<file path="config.mk">
export PLATFORM = sky130hd
export DESIGN_NAME = mul_div_unit
export DESIGN_NICKNAME = d
export VERILOG_FILES = /design/src/rtl/mdu_pkg.sv /design/src/rtl/mdu_shift_core.sv /design/src/rtl/mul_div_unit.sv
export SDC_FILE = /design/constraint.sdc
export NUM_CORES = 1
export LEC_CHECK = 0
export BUFFER_PORTS_ARGS = -buffer_cell sky130_fd_sc_hd__buf_2
export CORE_ASPECT_RATIO = 1.4
export CORE_MARGIN = 3
export CORE_UTILIZATION = 50
export DETAILED_ROUTE_END_ITERATION = 8
export GPL_ROUTABILITY_DRIVEN = 1
export PLACE_DENSITY = 0.68
export SYNTH_ARGS = -nofsm -noshare
export SYNTH_HDL_FRONTEND = slang
export SYNTH_HIERARCHICAL = 1
export SYNTH_SLANG_ARGS = --single-unit
</file>
<file path="constraint.sdc">
create_clock -name clk_i -period 5.3 [get_ports clk_i]
set_input_delay 1.06 -clock clk_i [delete_from_list [all_inputs] [get_ports clk_i]]
set_output_delay 1.06 -clock clk_i [all_outputs]
set_load 0.1 [all_outputs]
</file>
<file path="src/rtl/mdu_pkg.sv">
// Shared definitions for the iterative multiply/divide unit.
// Op encodings, FSM state type and counter sizing helper.
package mdu_pkg;

   localparam logic [1:0] MDU_MULT  = 2'b00;
   localparam logic [1:0] MDU_MULTU = 2'b01;
   localparam logic [1:0] MDU_DIV   = 2'b10;
   localparam logic [1:0] MDU_DIVU  = 2'b11;

   typedef enum logic [1:0] {
      ST_IDLE = 2'd0,
      ST_CALC = 2'd1,
      ST_FIX  = 2'd2
   } mdu_state_e;

   function automatic int mdu_cnt_w(input int width);
      return $clog2(width) + 1;
   endfunction

endpackage

</file>
<file path="src/rtl/mdu_shift_core.sv">
// One-bit-per-cycle datapath: 2*WIDTH shift register with a WIDTH+1
// adder/subtractor doing shift-add multiply or restoring divide.
module mdu_shift_core #(
   parameter int WIDTH = 32
) (
   input  logic               clk_i,
   input  logic               rst_i,
   input  logic               load_i,
   input  logic               step_i,
   input  logic               div_i,
   input  logic [WIDTH-1:0]   opa_i,
   input  logic [WIDTH-1:0]   opb_i,
   output logic [2*WIDTH-1:0] acc_o
);

   logic [2*WIDTH-1:0] r_acc;
   logic [WIDTH-1:0]   r_opa;
   logic               r_div;

   logic [WIDTH-1:0]   w_hi;
   logic [WIDTH-1:0]   w_lo;
   logic [WIDTH:0]     w_lhs;
   logic [WIDTH:0]     w_rhs;
   logic [WIDTH:0]     w_sum;
   logic [2*WIDTH-1:0] w_acc_nxt;

   assign w_hi  = r_acc[2*WIDTH-1:WIDTH];
   assign w_lo  = r_acc[WIDTH-1:0];
   assign acc_o = r_acc;

   // Divide subtracts via two's complement; sum[WIDTH] set means borrow.
   always_comb begin
      w_lhs = r_div ? {w_hi, w_lo[WIDTH-1]} : {1'b0, w_hi};
      w_rhs = r_div ? ~{1'b0, r_opa} : {1'b0, r_opa};
      w_sum = w_lhs + w_rhs + {{WIDTH{1'b0}}, r_div};
      w_acc_nxt = r_acc;
      if (r_div) begin
         if (!w_sum[WIDTH]) begin
            w_acc_nxt = {w_sum[WIDTH-1:0], w_lo[WIDTH-2:0], 1'b1};
         end else begin
            w_acc_nxt = {w_hi[WIDTH-2:0], w_lo, 1'b0};
         end
      end else begin
         if (w_lo[0]) begin
            w_acc_nxt = {w_sum, w_lo[WIDTH-1:1]};
         end else begin
            w_acc_nxt = {1'b0, w_hi, w_lo[WIDTH-1:1]};
         end
      end
   end

   always_ff @(posedge clk_i or posedge rst_i) begin
      if (rst_i) begin
         r_acc <= '0;
         r_opa <= '0;
         r_div <= 1'b0;
      end else if (load_i) begin
         r_acc <= {{WIDTH{1'b0}}, opb_i};
         r_opa <= opa_i;
         r_div <= div_i;
      end else if (step_i) begin
         r_acc <= w_acc_nxt;
      end
   end

endmodule

</file>
<file path="src/rtl/mul_div_unit.sv">
// EX-stage iterative MULT/MULTU/DIV/DIVU unit with HI/LO registers.
// Optional early termination is enabled by defining MDU_EARLY_OUT_EN.
module mul_div_unit
   import mdu_pkg::*;
#(
   parameter int WIDTH = 32
) (
   input  logic             clk_i,
   input  logic             rst_i,
   input  logic             start_i,
   input  logic [1:0]       op_i,
   input  logic             kill_i,
   input  logic [WIDTH-1:0] rs_data_i,
   input  logic [WIDTH-1:0] rt_data_i,
   output logic             busy_o,
   output logic             done_o,
   output logic             div0_o,
   output logic [WIDTH-1:0] hi_o,
   output logic [WIDTH-1:0] lo_o
);

   localparam int CW = mdu_cnt_w(WIDTH);
   localparam logic [CW-1:0] LP_LAST = CW'(WIDTH - 1);

   mdu_state_e r_state;
   mdu_state_e w_state_nxt;

   logic [CW-1:0]    r_count;
   logic             r_is_div;
   logic             r_neg_res;
   logic             r_neg_rem;
   logic             r_dz;
   logic [WIDTH-1:0] r_rs_raw;
   logic [WIDTH-1:0] r_hi;
   logic [WIDTH-1:0] r_lo;
   logic             r_done;
   logic             r_div0;

   logic             w_accept;
   logic             w_sgn_op;
   logic             w_is_div;
   logic             w_rs_neg;
   logic             w_rt_neg;
   logic             w_dz;
   logic             w_calc_last;
   logic             w_step;
   logic [WIDTH-1:0] w_rs_abs;
   logic [WIDTH-1:0] w_rt_abs;
   logic [WIDTH-1:0] w_opa;
   logic [WIDTH-1:0] w_opb;
   logic [WIDTH-1:0] w_quo;
   logic [WIDTH-1:0] w_rem;
   logic [WIDTH-1:0] w_hi_nxt;
   logic [WIDTH-1:0] w_lo_nxt;
   logic [2*WIDTH-1:0] w_acc;
   logic [2*WIDTH-1:0] w_prod_al;
   logic [2*WIDTH-1:0] w_prod;

   assign w_accept = (r_state == ST_IDLE) && start_i && !kill_i;
   assign w_sgn_op = (op_i == MDU_MULT) || (op_i == MDU_DIV);
   assign w_is_div = (op_i == MDU_DIV) || (op_i == MDU_DIVU);
   assign w_rs_neg = w_sgn_op && rs_data_i[WIDTH-1];
   assign w_rt_neg = w_sgn_op && rt_data_i[WIDTH-1];
   assign w_rs_abs = w_rs_neg ? -rs_data_i : rs_data_i;
   assign w_rt_abs = w_rt_neg ? -rt_data_i : rt_data_i;
   assign w_dz     = w_is_div && (rt_data_i == '0);
   assign w_opa    = w_is_div ? w_rt_abs : w_rs_abs;
   assign w_opb    = w_is_div ? w_rs_abs : w_rt_abs;
   assign w_step   = (r_state == ST_CALC) && !kill_i;

   mdu_shift_core #(
      .WIDTH (WIDTH)
   ) u_core (
      .clk_i  (clk_i),
      .rst_i  (rst_i),
      .load_i (w_accept),
      .step_i (w_step),
      .div_i  (w_is_div),
      .opa_i  (w_opa),
      .opb_i  (w_opb),
      .acc_o  (w_acc)
   );

`ifdef MDU_EARLY_OUT_EN
   logic [WIDTH-1:0] r_mrem;

   always_ff @(posedge clk_i or posedge rst_i) begin
      if (rst_i) begin
         r_mrem <= '0;
      end else if (w_accept) begin
         r_mrem <= w_opb;
      end else if (r_state == ST_CALC) begin
         r_mrem <= r_mrem >> 1;
      end
   end

   // A truncated multiply leaves the product high-aligned by WIDTH-count.
   assign w_calc_last = (r_count == LP_LAST) ||
                        (!r_is_div && (r_mrem[WIDTH-1:1] == '0));
   assign w_prod_al   = w_acc >> (CW'(WIDTH) - r_count);
`else
   assign w_calc_last = (r_count == LP_LAST);
   assign w_prod_al   = w_acc;
`endif

   always_comb begin
      w_state_nxt = r_state;
      unique case (r_state)
         ST_IDLE: begin
            if (w_accept) begin
`ifdef MDU_EARLY_OUT_EN
               w_state_nxt = w_dz ? ST_FIX : ST_CALC;
`else
               w_state_nxt = ST_CALC;
`endif
            end
         end
         ST_CALC: begin
            if (kill_i) begin
               w_state_nxt = ST_IDLE;
            end else if (w_calc_last) begin
               w_state_nxt = ST_FIX;
            end
         end
         ST_FIX:  w_state_nxt = ST_IDLE;
         default: w_state_nxt = ST_IDLE;
      endcase
   end

   always_comb begin
      w_prod = r_neg_res ? -w_prod_al : w_prod_al;
      w_quo  = r_neg_res ? -w_acc[WIDTH-1:0] : w_acc[WIDTH-1:0];
      w_rem  = r_neg_rem ? -w_acc[2*WIDTH-1:WIDTH]
                         : w_acc[2*WIDTH-1:WIDTH];
      w_hi_nxt = w_prod[2*WIDTH-1:WIDTH];
      w_lo_nxt = w_prod[WIDTH-1:0];
      if (r_dz) begin
         w_hi_nxt = r_rs_raw;
         w_lo_nxt = '1;
      end else if (r_is_div) begin
         w_hi_nxt = w_rem;
         w_lo_nxt = w_quo;
      end
   end

   always_ff @(posedge clk_i or posedge rst_i) begin
      if (rst_i) begin
         r_state   <= ST_IDLE;
         r_count   <= '0;
         r_is_div  <= 1'b0;
         r_neg_res <= 1'b0;
         r_neg_rem <= 1'b0;
         r_dz      <= 1'b0;
         r_rs_raw  <= '0;
         r_hi      <= '0;
         r_lo      <= '0;
         r_done    <= 1'b0;
         r_div0    <= 1'b0;
      end else begin
         r_state <= w_state_nxt;
         r_done  <= 1'b0;
         if (w_accept) begin
            r_count   <= '0;
            r_is_div  <= w_is_div;
            r_neg_res <= w_rs_neg ^ w_rt_neg;
            r_neg_rem <= w_rs_neg;
            r_dz      <= w_dz;
            r_rs_raw  <= rs_data_i;
         end
         if (r_state == ST_CALC) begin
            r_count <= r_count + CW'(1);
         end
         if ((r_state == ST_FIX) && !kill_i) begin
            r_hi   <= w_hi_nxt;
            r_lo   <= w_lo_nxt;
            r_done <= 1'b1;
            r_div0 <= r_dz;
         end
      end
   end

   assign busy_o = (r_state != ST_IDLE);
   assign done_o = r_done;
   assign div0_o = r_div0;
   assign hi_o   = r_hi;
   assign lo_o   = r_lo;

endmodule

</file>
======== Yosys cells after proc, flatten, opt, wreduce, memory -nomap -nowiden ========
Cells that the tools add are included.
cells by class
  add/subtract/negate cells ............... 8
  equality and inequality tests ........... 7
  multiplexer cells ....................... 25
  bitwise gates (word level) .............. 2
  reduce and logical (&&, ||, !) cells .... 17
operators with widths
  cell                 number
  $mux 64              6
  $mux 32              10
  $neg 32->32          4
  $mux 33              2
  $neg 64->64          1
  $add 33x1->33        1
  $add 33x33->33       1
  $not 32->33          1
  $logic_not 32->1     1
  $mux 6               2
  $logic_and 1x1->1    7
  $add 6x1->6 const B  1
  $eq 2x2->1 const B   3
  $eq 6x5->1 const B   1
  $mux 2               3
  $reduce_bool 2->1    3
  $logic_not 2->1      2
  $pmux 2 s2           1
  $ne 3x3->1 const B   1
  $eq 2x1->1 const B   1
  $logic_or 1x1->1     2
  $ne 2x1->1 const B   1
  $reduce_and 2->1     1
  $logic_not 1->1      1
  other kinds (2)      2
storage, ports and cells
  register bits after elaboration ......... 206
  input port bits ......................... 70
  output and inout bits ................... 67
  word-level logic and storage cells ...... 72

======== Depth between registers and ports, before layout ========
Gate-level depths: netlist of run 1.
  depth after elaboration ................. 8
  mapped depth ............................ 17
  depth with buffers taken out ............ 12

======== Cells and area by module ========
The synthesis of run 1 kept the hierarchy.
modules (own cells, without submodules)
  module          times used  cells an instance  area an instance (µm²)  sequential area each (µm²)
  mul_div_unit    1           1,067              8,505.7                 2,752.6
  mdu_shift_core  1           834                7,527.2                 2,427.3

======== Worst setup path before layout of run 1 ========
Ideal clock, no wire load.
  path type ............................... register -> register
  start ................................... register u_core.r_div
  end ..................................... register u_core.r_acc[44], in the netlist u_core/acc_o[44]
  setup time .............................. 0.118 ns
  arrival time ............................ 4.382 ns
  required time ........................... 5.182 ns
  setup slack ............................. 0.800 ns
  stages on the path, launching flop included .. 17
  buffers on the path ..................... 6
  clock period less this slack ............ 4.500 ns
  cells stage by stage .................... dfrtp_1 clkbuf_1 clkbuf_1 buf_1 clkbuf_1 xor2_1 ha_1 buf_2 a21o_1 or4_1 and3_4 a211oi_4 xnor2_2 buf_6 mux2i_1 o22ai_1 a21o_1
on the way
  longest elaborated chain between the ends .. 7
  elaborated cells between the ends (all ways) .. 9
ends and longest elaborated chain
  what                        line                                        source
  start: declaration          mdu_shift_core.sv:18                        logic r_div;
  start signal: assignment    mdu_shift_core.sv:60                        r_div <= div_i;
  $mux 33 (on tied branches)  mdu_shift_core.sv:33, mdu_shift_core.sv:34
  $add 33x33->33              mdu_shift_core.sv:35                        w_sum = w_lhs + w_rhs + {{WIDTH{1'b0}}, r_div};
  $add 33x1->33               mdu_shift_core.sv:35
  $mux 64 (on tied branches)  mdu_shift_core.sv:44, mdu_shift_core.sv:38
  $mux 64 (*)                 mdu_shift_core.sv:37                        if (r_div) begin
  $mux 64 (*)                 mdu_shift_core.sv:61                        end else if (step_i) begin
  $mux 64 (*)                 mdu_shift_core.sv:57                        end else if (load_i) begin
  end signal: assignment      mdu_shift_core.sv:58                        r_acc <= {{WIDTH{1'b0}}, opb_i};
  end signal: assignment      mdu_shift_core.sv:62                        r_acc <= w_acc_nxt;
  end: declaration            mdu_shift_core.sv:16                        logic [2*WIDTH-1:0] r_acc;
Mark *: on every way between the ends. The rest lies on a longest branch, timed or not. The select of a mux whose other input is x is not followed.
A chain may end at the register's enable or synchronous reset.

======== Final worst setup path of run 1 ========
Ends and elaborated chain as after synthesis.

==> flow_results.org, run 1 <==
** Pwr
- In this run the static leakage power is 0.00803 uW.
- Pwr dens :: 499 mW/mm2
- Worst-case vdd ir drop :: 299 uV

** Global route
- The number of global-route vias before repair came to 14,500.
- Pin count of the biggest net entering global routing :: 109
- Global-route wire length before repair :: 85,600 um
- The number of antenna violations at the first check in global routing was 0.
- After global routing the overflow that remains totals 0.
- For this run, the total global-route usage over all layers was measured as 0.321.

** Placement
- Detailed Place HPWL :: 42,200 um
- In this run the cell area measured after placement is 0.0169 mm2.
- At the end of routability-driven placement, the weighted congestion stood at roughly 0.98.
- Cell count after placement :: 2,328
- Number of buffers inserted by port buffering :: between 100 and 150
- Timing analysis after detailed placement gives a worst setup slack of 855 ps.

** Die
- Number of core rows :: 76
- For this configuration, the core starts out at a cell density of 0.514.
- Measured along the x axis, the die boundary spans 157 um.
- Measured along the y axis, the die boundary spans 218 um.
- Die area :: 0.0343 mm2
- Number of placed I/O pins :: 137
- Core area :: 0.0312 mm2

** STA
- The final count of pins violating max slew came to 0.
- Hold violation count in the final report :: 0
- Period Utilization, post-route :: 0.858
- For the final database, setup skew stands at 19.4 ps.
- Headroom to the max-slew limit came out at 0.291.
- The clock period could shrink to 4540 ps.
- Setup repair after global routing left no endpoint under its margin.
- Static timing analysis puts the maximum clock frequency at 0.220 GHz.
- At the pin with the least slew margin, the transition time is 1050 ps.
- After routing, the total negative slack on setup checks comes to 0 ps.
- Post-route worst setup slack :: 755 ps
- Setup violations remaining at the end of the flow were counted as 0.

** CTS
- CTS saw 207 sinks.
- The number of clock buffers added by TritonCTS is 23.
- Maximum buffer depth of the clock tree :: 3
- After clock tree synthesis, the clock-pin slew on the worst setup and hold paths is around 60 ps.
- After clock tree synthesis, the setup repair step added 0 buffers.
- The number of gates resized after CTS was 0.
- Clk Latency, worst-skew pair :: 540 ps
- Level count of the clock H-tree :: 1
- Hold buffers post-CTS :: 0
- TritonCTS built the clock tree.
- Clk root buf :: clkbuf_16

** Worst setup path
- The most numerous cell type found on the critical path is buf_4.
- STA puts the critical path data required time at 5720 ps.
- Cell with the biggest individual delay on the critical path :: dfrtp_4
- Arrival time at the worst endpoint :: 4970 ps
- Critical register-to-register path startpoint :: u_core/r_div
- In this run the worst path has a maximum fanout of 54.
- FF-to-FF setup slack :: 760 ps
- Max stage delay on crit path :: 930 ps
- Worst setup path class :: flop to flop
- Critical Path Source Type :: flop
- Crit path cell chain :: buf_4 -> mux2_2 -> ha_1 -> o211ai_1 -> nor2_1 -> nand4b_1 -> a211oi_1 -> buf_4 -> a211oi_4 -> xnor2_4 -> buf_12 -> mux2i_1 -> o22ai_1 -> a21o_1
- In this run the worst setup path begins at u_core/r_div.
- The worst setup path is captured at a flop.

** Final layout
- The repair_antennas step left the layout with diodes totalling 0.
- Synth-to-Final Area Change :: 10.2%
- For this run, the number of standard cells in the final layout without fillers is 2,369.
- In the final layout, the share of cells above drive strength 1 is 0.156.
- Count of fill cells added during filler insertion :: slightly below 3,000
- Final Cell Area :: 0.0177 mm2
- The net count of the finished layout is 2,070.

** Routing
- The routed layout has 15,000 vias.
- First-pass detailed-route iteration total :: 6
- Residual DRC :: 0
- WL per Instance :: 23.7 um
- Antenna viol nets, final :: 0
- The final layout contains routed wiring with a total length of ~56,000 um.
- Iteration-0 DRC count of the detailed router :: between 1,500 and 2,000
- Via-to-Cell Ratio :: 6.35

** Synth
- Count of flip-flops with a built-in enable after synthesis :: 0
- Of the total synthesized cell area, the portion taken by AND, OR, NAND and NOR gates is 0.195.
- By area the synthesized netlist is led by dfrtp_1 32%, mux2i_1 9.1%, xor2_1 6.3%.
- FFs w/ async S/R, synth :: 1.00
- Net count of the mapped netlist :: 2,008
- Instance count of the mapped netlist :: 1,901
- Synth area leader :: dfrtp_1
- After synthesis, the netlist uses 83 different library cells.
- Among all cell types in the netlist, the one instantiated most often is nand2_1.
- Cell area after technology mapping :: around 0.016 mm2
- Of the total synthesized cell area, the portion taken by full adders, half adders and majority gates is 0.0293.
- By count the netlist is led by 241 x nand2_1, 207 x dfrtp_1, 161 x a21oi_1, 146 x mux2i_1, 143 x nor2_1.
- Main flop type after synthesis :: dfrtp_1
- Of the post-synthesis cell area, the dominant cell type holds 0.323.
- Yosys warnings :: 6
- In this run, synthesis produced a sequential element count of around 210.
- Of the total synthesized cell area, the portion taken by XOR and XNOR cells is 0.0933.
- Multiplexer fraction of the synthesized cell area :: 0.138
- Synth Area in Compound Gates :: 0.183
- Main combinational cell family by area after synthesis :: simple AND/OR/NAND/NOR gates
- Synthesized area divided by synthesized cell count :: 8.43 um2
- For this run, the register share of the synthesized area comes to 0.323.

** Hold path
- Worst hold path type :: input port to asynchronous set/reset pin

** Outcome
- Run status :: finished clean

** Run
- Across the run, the number of max-cap violations was 0.
-- routing by layer --
layer	vias to the layer above	GRT usage	part of all wire
met3	131	0.0338	0.063
met2	636	0.531	0.48
li1	7007	-	-
met5	-	0	0
met4	0	0.156	0.055
met1	7272	0.416	0.40
-- final cells by class --
type	instances	area [um2]	area share
multi-input cells	1536	10300	0.580
clock buffers	32	669	0.0379
flip-flops and latches	207	5190	0.294
well taps	390	488	0.0276
repair buffers	162	888	0.0503
clock inverters	9	55.1	0.00312
inverters	33	130	0.00736
-- metrics by stage --
step                hold WS (ps)  total power [uW]  utilization
floorplan                    437              5810            -
global route                 478              9360        0.567
CTS                          461              8730        0.567
finish                       465              8820        0.567
detailed placement           463              7150        0.543
global placement             454              7080        0.543
-- path summary, 6_finish.rpt --
kind,endpoint,depth (start not counted)
min in group clk_i,r_rs_raw[28],2
max reg2reg,u_core/acc_o[44],14
max,u_core/acc_o[44],14
min,lo_o[6],2
min reg2reg,r_rs_raw[28],2
max in group asynchronous,r_dz,3
-- cell families after synthesis --
group,count (synthesis)
buffers and inverters,158
AND/OR/NAND/NOR,646
AO/OA/AOI/OAI,471
XOR/XNOR,170
flip-flops,207
adder cells (fa/ha/maj),37
multiplexers,212
-- sequential cells by signal, summed over array words and instances (netlist names), 2 cells and up --
name / count
r_state: 2
hi_o: 32
u_core/r_opa: 32
u_core/acc_o: 64
lo_o: 32
r_rs_raw: 32
r_count: 6
-- cell usage in the layout (no fill, tap or decap), types with 8 or more instances in the layout --
| cell type | netlist | routed |
|---|---|---|
| a211oi_1 | 11 | 11 |
| a21o_1 | 14 | 14 |
| a21oi_1 | 161 | 161 |
| a31oi_1 | 13 | 13 |
| and2_1 | 8 | 8 |
| and3_1 | 18 | 18 |
| buf_2 | 8 | 136 |
| buf_4 | 2 | 25 |
| clkbuf_16 | 0 | 23 |
| dfrtp_1 | 207 | 204 |
| ha_1 | 36 | 36 |
| inv_1 | 30 | 27 |
| mux2_2 | 66 | 66 |
| mux2i_1 | 146 | 146 |
| nand2_1 | 241 | 240 |
| nand2b_1 | 13 | 13 |
| nand3_1 | 40 | 40 |
| nand4_1 | 19 | 19 |
| nor2_1 | 143 | 141 |
| nor2b_1 | 9 | 9 |
| nor3_1 | 34 | 34 |
| nor3b_1 | 12 | 12 |
| nor4_1 | 27 | 27 |
| o211ai_1 | 10 | 10 |
| o21ai_0 | 122 | 122 |
| o21bai_1 | 9 | 9 |
| o221ai_1 | 18 | 18 |
| o22ai_1 | 15 | 15 |
| o31ai_1 | 25 | 25 |
| o41ai_1 | 15 | 15 |
| or2_2 | 9 | 9 |
| or3_1 | 19 | 19 |
| or4_1 | 22 | 22 |
| xnor2_1 | 53 | 53 |
| xor2_1 | 116 | 116 |
-- report_power, final --
| group | leakage (uW) | total, uW | internal (uW) | switching, uW |
|---|---|---|---|---|
| clock network | 0.000362 | 1570 | 882 | 689 |
| logic | 0.00497 | 4640 | 1880 | 2750 |
| registers | 0.00270 | 2620 | 1870 | 744 |
| total | 0.00803 | 8820 | 4640 | 4190 |
-- worst max-delay path, delay by kind of cell, from the launching register on --
kind,cells,cell delay (ps)
adders and majority gates,1,380
AOI/OAI and AO/OA,5,860
DFF,1,930
buffers and inverters,3,780
and+or+nand+nor,2,350
muxes,2,560
xor gates and xnor gates,1,510
No activity file was read; power rests on OpenSTA's default activity.
==> run 2, diff against run 1 <==
ABC_AREA = 1   (was unset)
PLACE_DENSITY = 0.67   (was 0.68)
==> flow_results.org, run 2 <==
** Outcome
- Run status :: finished clean

** Final layout
- The number of antenna diodes in the final layout is 0.
- Counting the fill cells in the layout gives 3,585.
- Net count of the finished layout :: between 3,000 and 4,000
- In the final layout, the share of cells above drive strength 1 is 0.0957.
- Synth-to-Final Area Change :: 9.82%
- Fin util :: 0.558
- In the layout the commonest cells are 1,085 x nand2_1, 297 x inv_1, 259 x nor2_1, 257 x nand3_1, 212 x o21ai_0.
- Final Cell Area :: 0.0195 mm2
- Leaving out fill and tap cells, the most frequent cell in the layout is nand2_1.
- Summing all flip-flop and latch instances after layout gives a little over 0.005 mm2.
- The register with the most flip-flops in the layout has 64 of them.
- Area of combinational cells with multiple inputs :: 0.0109 mm2

** Worst setup path
- Data required time of the worst path :: roughly 5800 ps
- Max stage delay on crit path :: 560 ps
- The number of cells on the worst reg-to-reg path is 14.
- Element type at the critical path end :: flop
- Crit path cell chain :: buf_12 -> xor2_1 -> ha_1 -> a21oi_1 -> o21ai_1 -> a21oi_1 -> nand2_2 -> nand2_2 -> nand3_1 -> nand2_4 -> nand2_1 -> nand3_1 -> nand3_1 -> nand2_1
- For the worst setup path, the data arrival time is 4000 ps.
- Critical register-to-register path startpoint :: u_core/r_div
- Critical Path Most Common Cell :: nand3_1
- The worst register-to-register path ends at u_core/acc_o[54].
- The worst setup path is launched from a flop.
- By startpoint and endpoint, the worst setup path is classified as flop to flop.
- FF-to-FF setup slack :: about 1800 ps
- Cell with the biggest individual delay on the critical path :: buf_12
- Critical path peak fanout :: 184
- Tracing the worst setup path back leads to its startpoint at u_core/r_div.

** Synth
- The most used flip-flop cell after synthesis is dfrtp_1.
- Yosys reg bits :: 207
- In this run, synthesis inferred 0 flip-flops with an integrated enable.
- Synthesized area divided by synthesized cell count :: 6.10 um2
- Synth cell count leaders :: 1,085 x nand2_1, 300 x inv_1, 260 x nor2_1, 258 x nand3_1, 212 x o21ai_0
- Most used standard cell by instance count after synthesis :: nand2_1
- The number of nets in the synthesized netlist is 3,018.
- Cell area after technology mapping :: approximately 0.018 mm2
- The Yosys step of the flow raised 6 warnings.
- Of the synthesized area, sequential elements account for 0.292.
- Counting every instance in the synthesized netlist gives 2,911.
- Synth area leader :: dfrtp_1
- Dominant cells by area after synthesis :: dfrtp_1 29%, nand2_1 23%, nand3_1 7.3%
- Share of Yosys cell area claimed by the top area cell type :: 0.292
- Distinct cell type count of the synthesized netlist :: between 50 and 60
- For this run, asynchronously set or reset flops after synthesis account for 1.00.

** Routing
- In the routed layout, each cell is associated on average with a via count of 5.66.
- Iteration-0 DRC count of the detailed router :: about 1,800
- The first TritonRoute pass finished after 7 iterations.
- Dividing the detail-routed wire length by the instance count gives 20.2 um.
- Summed over all layers, the routed wires come to 69,600 um.
- The final route contains a little under 20,000 vias.
- Residual DRC :: 0
- Antenna viol nets, final :: 0

** Pwr
- In this run the power density over the cells is 516 mW/mm2.
- Worst-case vdd ir drop :: 395 uV
- Summed over all cells, the static leakage comes to about 0.010 uW.
- The completed layout was analyzed and its total power is 10,100 uW.

** Die
- The die is 229 um tall.
- Number of placed I/O pins :: 137
- Die area :: around 0.038 mm2
- For this configuration, the core starts out at a cell density of 0.508.
- Number of core rows :: 81
- Core area :: 0.0350 mm2
- In this run the horizontal extent of the chip is 165 um.

** CTS
- In this run the deepest clock path goes through 3 buffers.
- For this design, the sink count on the clock tree is approximately 210.
- Buffers added to address setup during post-CTS repair amount to 0.
- Level count of the clock H-tree :: 1
- After clock tree synthesis, the flow added hold-fix buffers numbering 0.
- TritonCTS built the clock tree.
- Clock input transition at the sequential cells of the worst setup and hold paths :: 60 ps
- Clock buffer count from CTS :: 24
- Clk root buf :: clkbuf_16
- Clk Latency, worst-skew pair :: 540 ps
- After clock tree synthesis, the repair step resized 0 gates.

** STA
- Relative slew margins :: 0.255
- After routing, the total negative slack on setup checks comes to 0 ps.
- In the finished design, the share of the clock period the worst path needs comes to 0.667.
- Setup repair after global routing left no endpoint under its margin.
- The final count of pins violating max slew is 0.
- Hold violation count in the final report :: 0
- After layout, the minimum clock period comes to around 3500 ps.
- For the pin with the worst max-slew slack, the measured transition is 1120 ps.
- Clock skew on the completed layout was measured at 16.1 ps.
- Setup violations remaining at the end of the flow were counted as 0.
- Maximum clock frequency :: around 0.28 GHz

** Global route
- Global-route wire length before repair :: 105,000 um
- The number of antenna violations at the first check in global routing was 1.
- Total gr overflow :: 0
- Total track usage :: 0.360
- The number of global-route vias before repair was 18,200.
- Entering global routing, the biggest net connects 185 pins.

** Placement
- During placement, the flow inserted port buffers numbering 136.
- Summed over all nets, the half-perimeter wirelength after detailed placement is 54,600 um.
- The placed instances occupy a cell area of between 0.015 and 0.02 mm2.
- The congestion estimate from routability-driven global placement came to 1.06.

** Run
- Reported max-cap violation count :: 0

** Hold path
- The startpoint identified for the worst hold timing path is u_core/r_opa[23].
- Worst hold path type :: flop to flop
- Min-Delay Path Depth :: 2
- The path with the worst hold slack has its endpoint at u_core/r_opa[23].
==> run 2: stage by stage <==
stage | hold WS, ps | instances | setup WS, ps
floorplan | 453 | 2911 | 1340
global placement | 464 | 3402 | 1760
detailed placement | 474 | 3402 | 1770
CTS | 489 | 3446 | 1800
global route | 510 | 3446 | 1530
finish | 488 | 3446 | 1760
==> run 2: logic make-up after synthesis <==
logic type | after synthesis | synth area share
compound gates | 430 | 0.138
xor+xnor | 99 | 0.0492
fa+ha+maj | 37 | 0.0265
buf+inv | 436 | 0.0974
flops | 207 | 0.292
simple gates | 1702 | 0.398
==> run 2: report_power, final <==
group          internal (uW)  switching (uW)
combinational           1670            3950
sequential              1920             746
clock                   1070             714
total                   4660            5410
==> run 2: worst max-delay path: cells and delay by family, from the launching register on <==
family / cells / cell delay [ps]
buf+inv: 1 / 560
fa+ha+maj: 1 / 350
simple gates: 8 / 1070
compound gates: 3 / 590
xor+xnor: 1 / 390
flops: 1 / 420
==> run 2: how the worst max path moves through the flow <==
stage	end	slack [ps]
after floorplan	div0_o	1340
after global placement	u_core/acc_o[53]	1760
after detailed placement	u_core/acc_o[53]	1770
after CTS	u_core/acc_o[54]	1800
after global routing	u_core/acc_o[53]	1530
final	u_core/acc_o[54]	1760
==> run 2: area by class of cell <==
class / instances / area share
clock buffer: 30 / 0.0350
clock inverter: 14 / 0.00891
inverter: 315 / 0.0608
multi-input combinational: 2268 / 0.557
sequential: 207 / 0.266
tap: 456 / 0.0292
timing repair buffer: 156 / 0.0432
==> run 2: routing by layer <==
metal  up-vias  wire length [um]  global-route usage
li1       9429                 -                   -
met1      9054             26400               0.449
met2       799             32000               0.573
met3       210              5220              0.0476
met4         0              6010               0.247
met5         -                 0                   0
==> run 3, diff against run 2 <==
clock period = 3.3 ns   (was 5.3 ns; I/O delays follow)
==> flow_results.org, run 3 (synthesis gave the netlist of run 2 again) <==
** Outcome
- Run status :: finished clean

** Die
- Core area :: 0.0350 mm2
- Number of placed I/O pins :: between 100 and 150
- Initial cell density of the core :: 0.508
- Height of the die :: roughly 230 um
- Die area :: 0.0379 mm2
- Die width :: between 150 and 200 um
- Number of core rows :: approximately 80

** CTS
- Maximum buffer depth of the clock tree :: 3
- CTS saw 207 sinks.
- Buffers inserted during clock tree synthesis total 22.
- Clock-pin slew was measured on the worst setup and hold paths at roughly 70 ps.
- For this design, the CTS-stage hold fixing added 0 buffers.
- Level count of the clock H-tree :: 1
- Clk Latency, worst-skew pair :: 530 ps
- TritonCTS built the clock tree.
- The root buffer cell chosen for the clock tree is clkbuf_16.

** Routing
- Via-to-Cell Ratio :: 5.73
- After detailed routing, the number of remaining DRC violations is 0.
- The first TritonRoute pass finished after 8 iterations.
- For this block, the initial DRC count from the detailed router was around 2,000.
- WL per Instance :: 20.2 um
- Detailed routing inserted a total of between 15,000 and 20,000 vias.
- In this run the remaining antenna-violating nets after routing total 0.
- Wire length reported by the detailed router :: 70,300 um

** STA
- Fin. max-slew vios :: 0
- Adding up every negative setup slack in the final design gives 0 ps.
- Count of endpoints failing setup in the final report :: 0
- Final hold analysis gives a worst-case slack of 255 ps.
- Setup repair after global routing left no endpoint under its margin.
- Fin crit period :: 3130 ps
- Period Utilization, post-route :: 0.949
- Maximum clock frequency :: about 0.32 GHz
- The hold violation total from the final report came to 0.
- The clock arrives with ~18 ps of skew.
- Worst Max-Slew Pin Slew :: 997 ps
- In this run the tightest slew margin relative to its limit is 0.335.

** Placement
- Buffers placed on the I/O ports in this run total ~140.
- The HPWL after detailed placement is 55,100 um.
- In this run the cell area measured after placement is ~0.019 mm2.
- Including well taps, the total number of placed cells is 3,443.
- Final estimated routing congestion in global placement :: 1.11

** Pwr
- Worst-case vdd ir drop :: 637 uV
- In this run the static leakage power is 0.0104 uW.
- The design draws roughly 16,000 uW.
- Pwr dens :: 811 mW/mm2

** Final layout
- In the layout the commonest cells are 1,084 x nand2_1, 297 x inv_1, 259 x nor2_1, 256 x nand3_1, 210 x o21ai_0.
- Number of cells in the finished layout apart from fillers :: 3,487
- Net count of the finished layout :: 3,122
- The area growth from synthesis to layout is 11.5%.
- Most frequent standard cell in the layout excluding fill and tap cells :: nand2_1
- Number of inserted diodes :: 0
- Share of cells above drive strength 1 :: 0.108
- Final Cell Area :: around 0.020 mm2
- Storage element area :: roughly 0.0052 mm2
- Fill cells in the final layout number 3,564.
- The register with the most flip-flops in the layout has 64 of them.
- Area of combinational cells with multiple inputs :: 0.0110 mm2

** Worst setup path
- Counting cells, the worst reg-to-reg path comes to 18.
- In this run the critical register-to-register path is launched from u_core/r_div.
- For the worst setup path, the data required time is about 3700 ps.
- Critical Path Source Type :: flop
- The worst setup path is captured at a flop.
- Critical path peak fanout :: 12
- Data on the critical path arrives at its endpoint at 3570 ps.
- The critical path is of the flop to flop type.
- FF-to-FF setup slack :: around 170 ps
- End of the worst register-to-register path :: u_core/acc_o[41]

** Run
- Across the run, the number of max-cap violations was 0.

** Global route
- Pin count of the biggest net entering global routing :: slightly above 90
- Total track usage :: 0.359
- Total gr overflow :: 0
- The number of global-route vias before repair was 18,300.
- The number of antenna violations at the first check in global routing was 1.
- The first global-routing pass estimated 105,000 um of wire.

** Hold path
- The worst hold path belongs to the class input port to asynchronous set/reset pin.
==> run 3: worst max-delay path by stage <==
stage | start | to | slack (ps) | cells after the start
2_1_floorplan | rst_i | u_core/acc_o[0] | 110 | 1
3_3_place_gp | u_core/r_div | u_core/acc_o[53] | 210 | 12
3_5_place_dp | u_core/r_div | u_core/acc_o[44] | 150 | 16
4_1_cts | u_core/r_div | u_core/acc_o[44] | 130 | 16
5_1_grt | u_core/r_div | u_core/acc_o[53] | 30 | 19
6_report | u_core/r_div | u_core/acc_o[41] | 170 | 18
==> run 3: repair_timing <==
item	4_1_cts	5_1_grt
resized for setup	0	18
setup buffers	0	1
endpoints found under the setup margin	0	32
==> run 3: power breakdown <==
part	internal, uW	switching (uW)	leakage, uW	total [uW]
combinational	2930	6660	0.00748	9590
sequential	3100	963	0.00262	4060
clock	1330	1080	0.000338	2410
==> run 3: critical path, cell delays in order, from the launching register on <==
cell,delay [ps]
dfrtp_4,540
buf_6,190
nand2_1,90
nand3_1,130
and2_1,180
fa_1,400
nand3_1,110
nand2_2,120
nand2_1,100
nand2_2,80
nand3_2,80
nand2_2,80
nand2_2,140
nand3_2,210
nand2_2,270
nand2_1,70
nand3_1,90
nand2_1,50
o21ai_0,80
==> run 3: final cells by class <==
| type | instances | share of cell area |
|---|---|---|
| multi-input combinational | 2270 | 0.553 |
| timing repair buffer | 199 | 0.0617 |
| inverter | 315 | 0.0602 |
| clock buffer | 32 | 0.0317 |
| clock inverter | 8 | 0.00309 |
| tap | 456 | 0.0288 |
| sequential | 207 | 0.262 |
==> run 3: layer usage <==
metal  global-route usage  wire length, um  vias up
met4                0.234             5880        2
met1                0.452            26900     9241
li1                     -                -     9522
met3               0.0385             5040      234
met5                    0               11        -
met2                0.578            32500      982
==> run 3: per-stage QoR <==
| step | setup WS [ps] | utilization |
|---|---|---|
| detailed placement | 155 | 0.543 |
| global route | 26.6 | 0.567 |
| floorplan | 106 | - |
| global placement | 212 | 0.543 |
| finish | 168 | 0.567 |
| CTS | 127 | 0.563 |
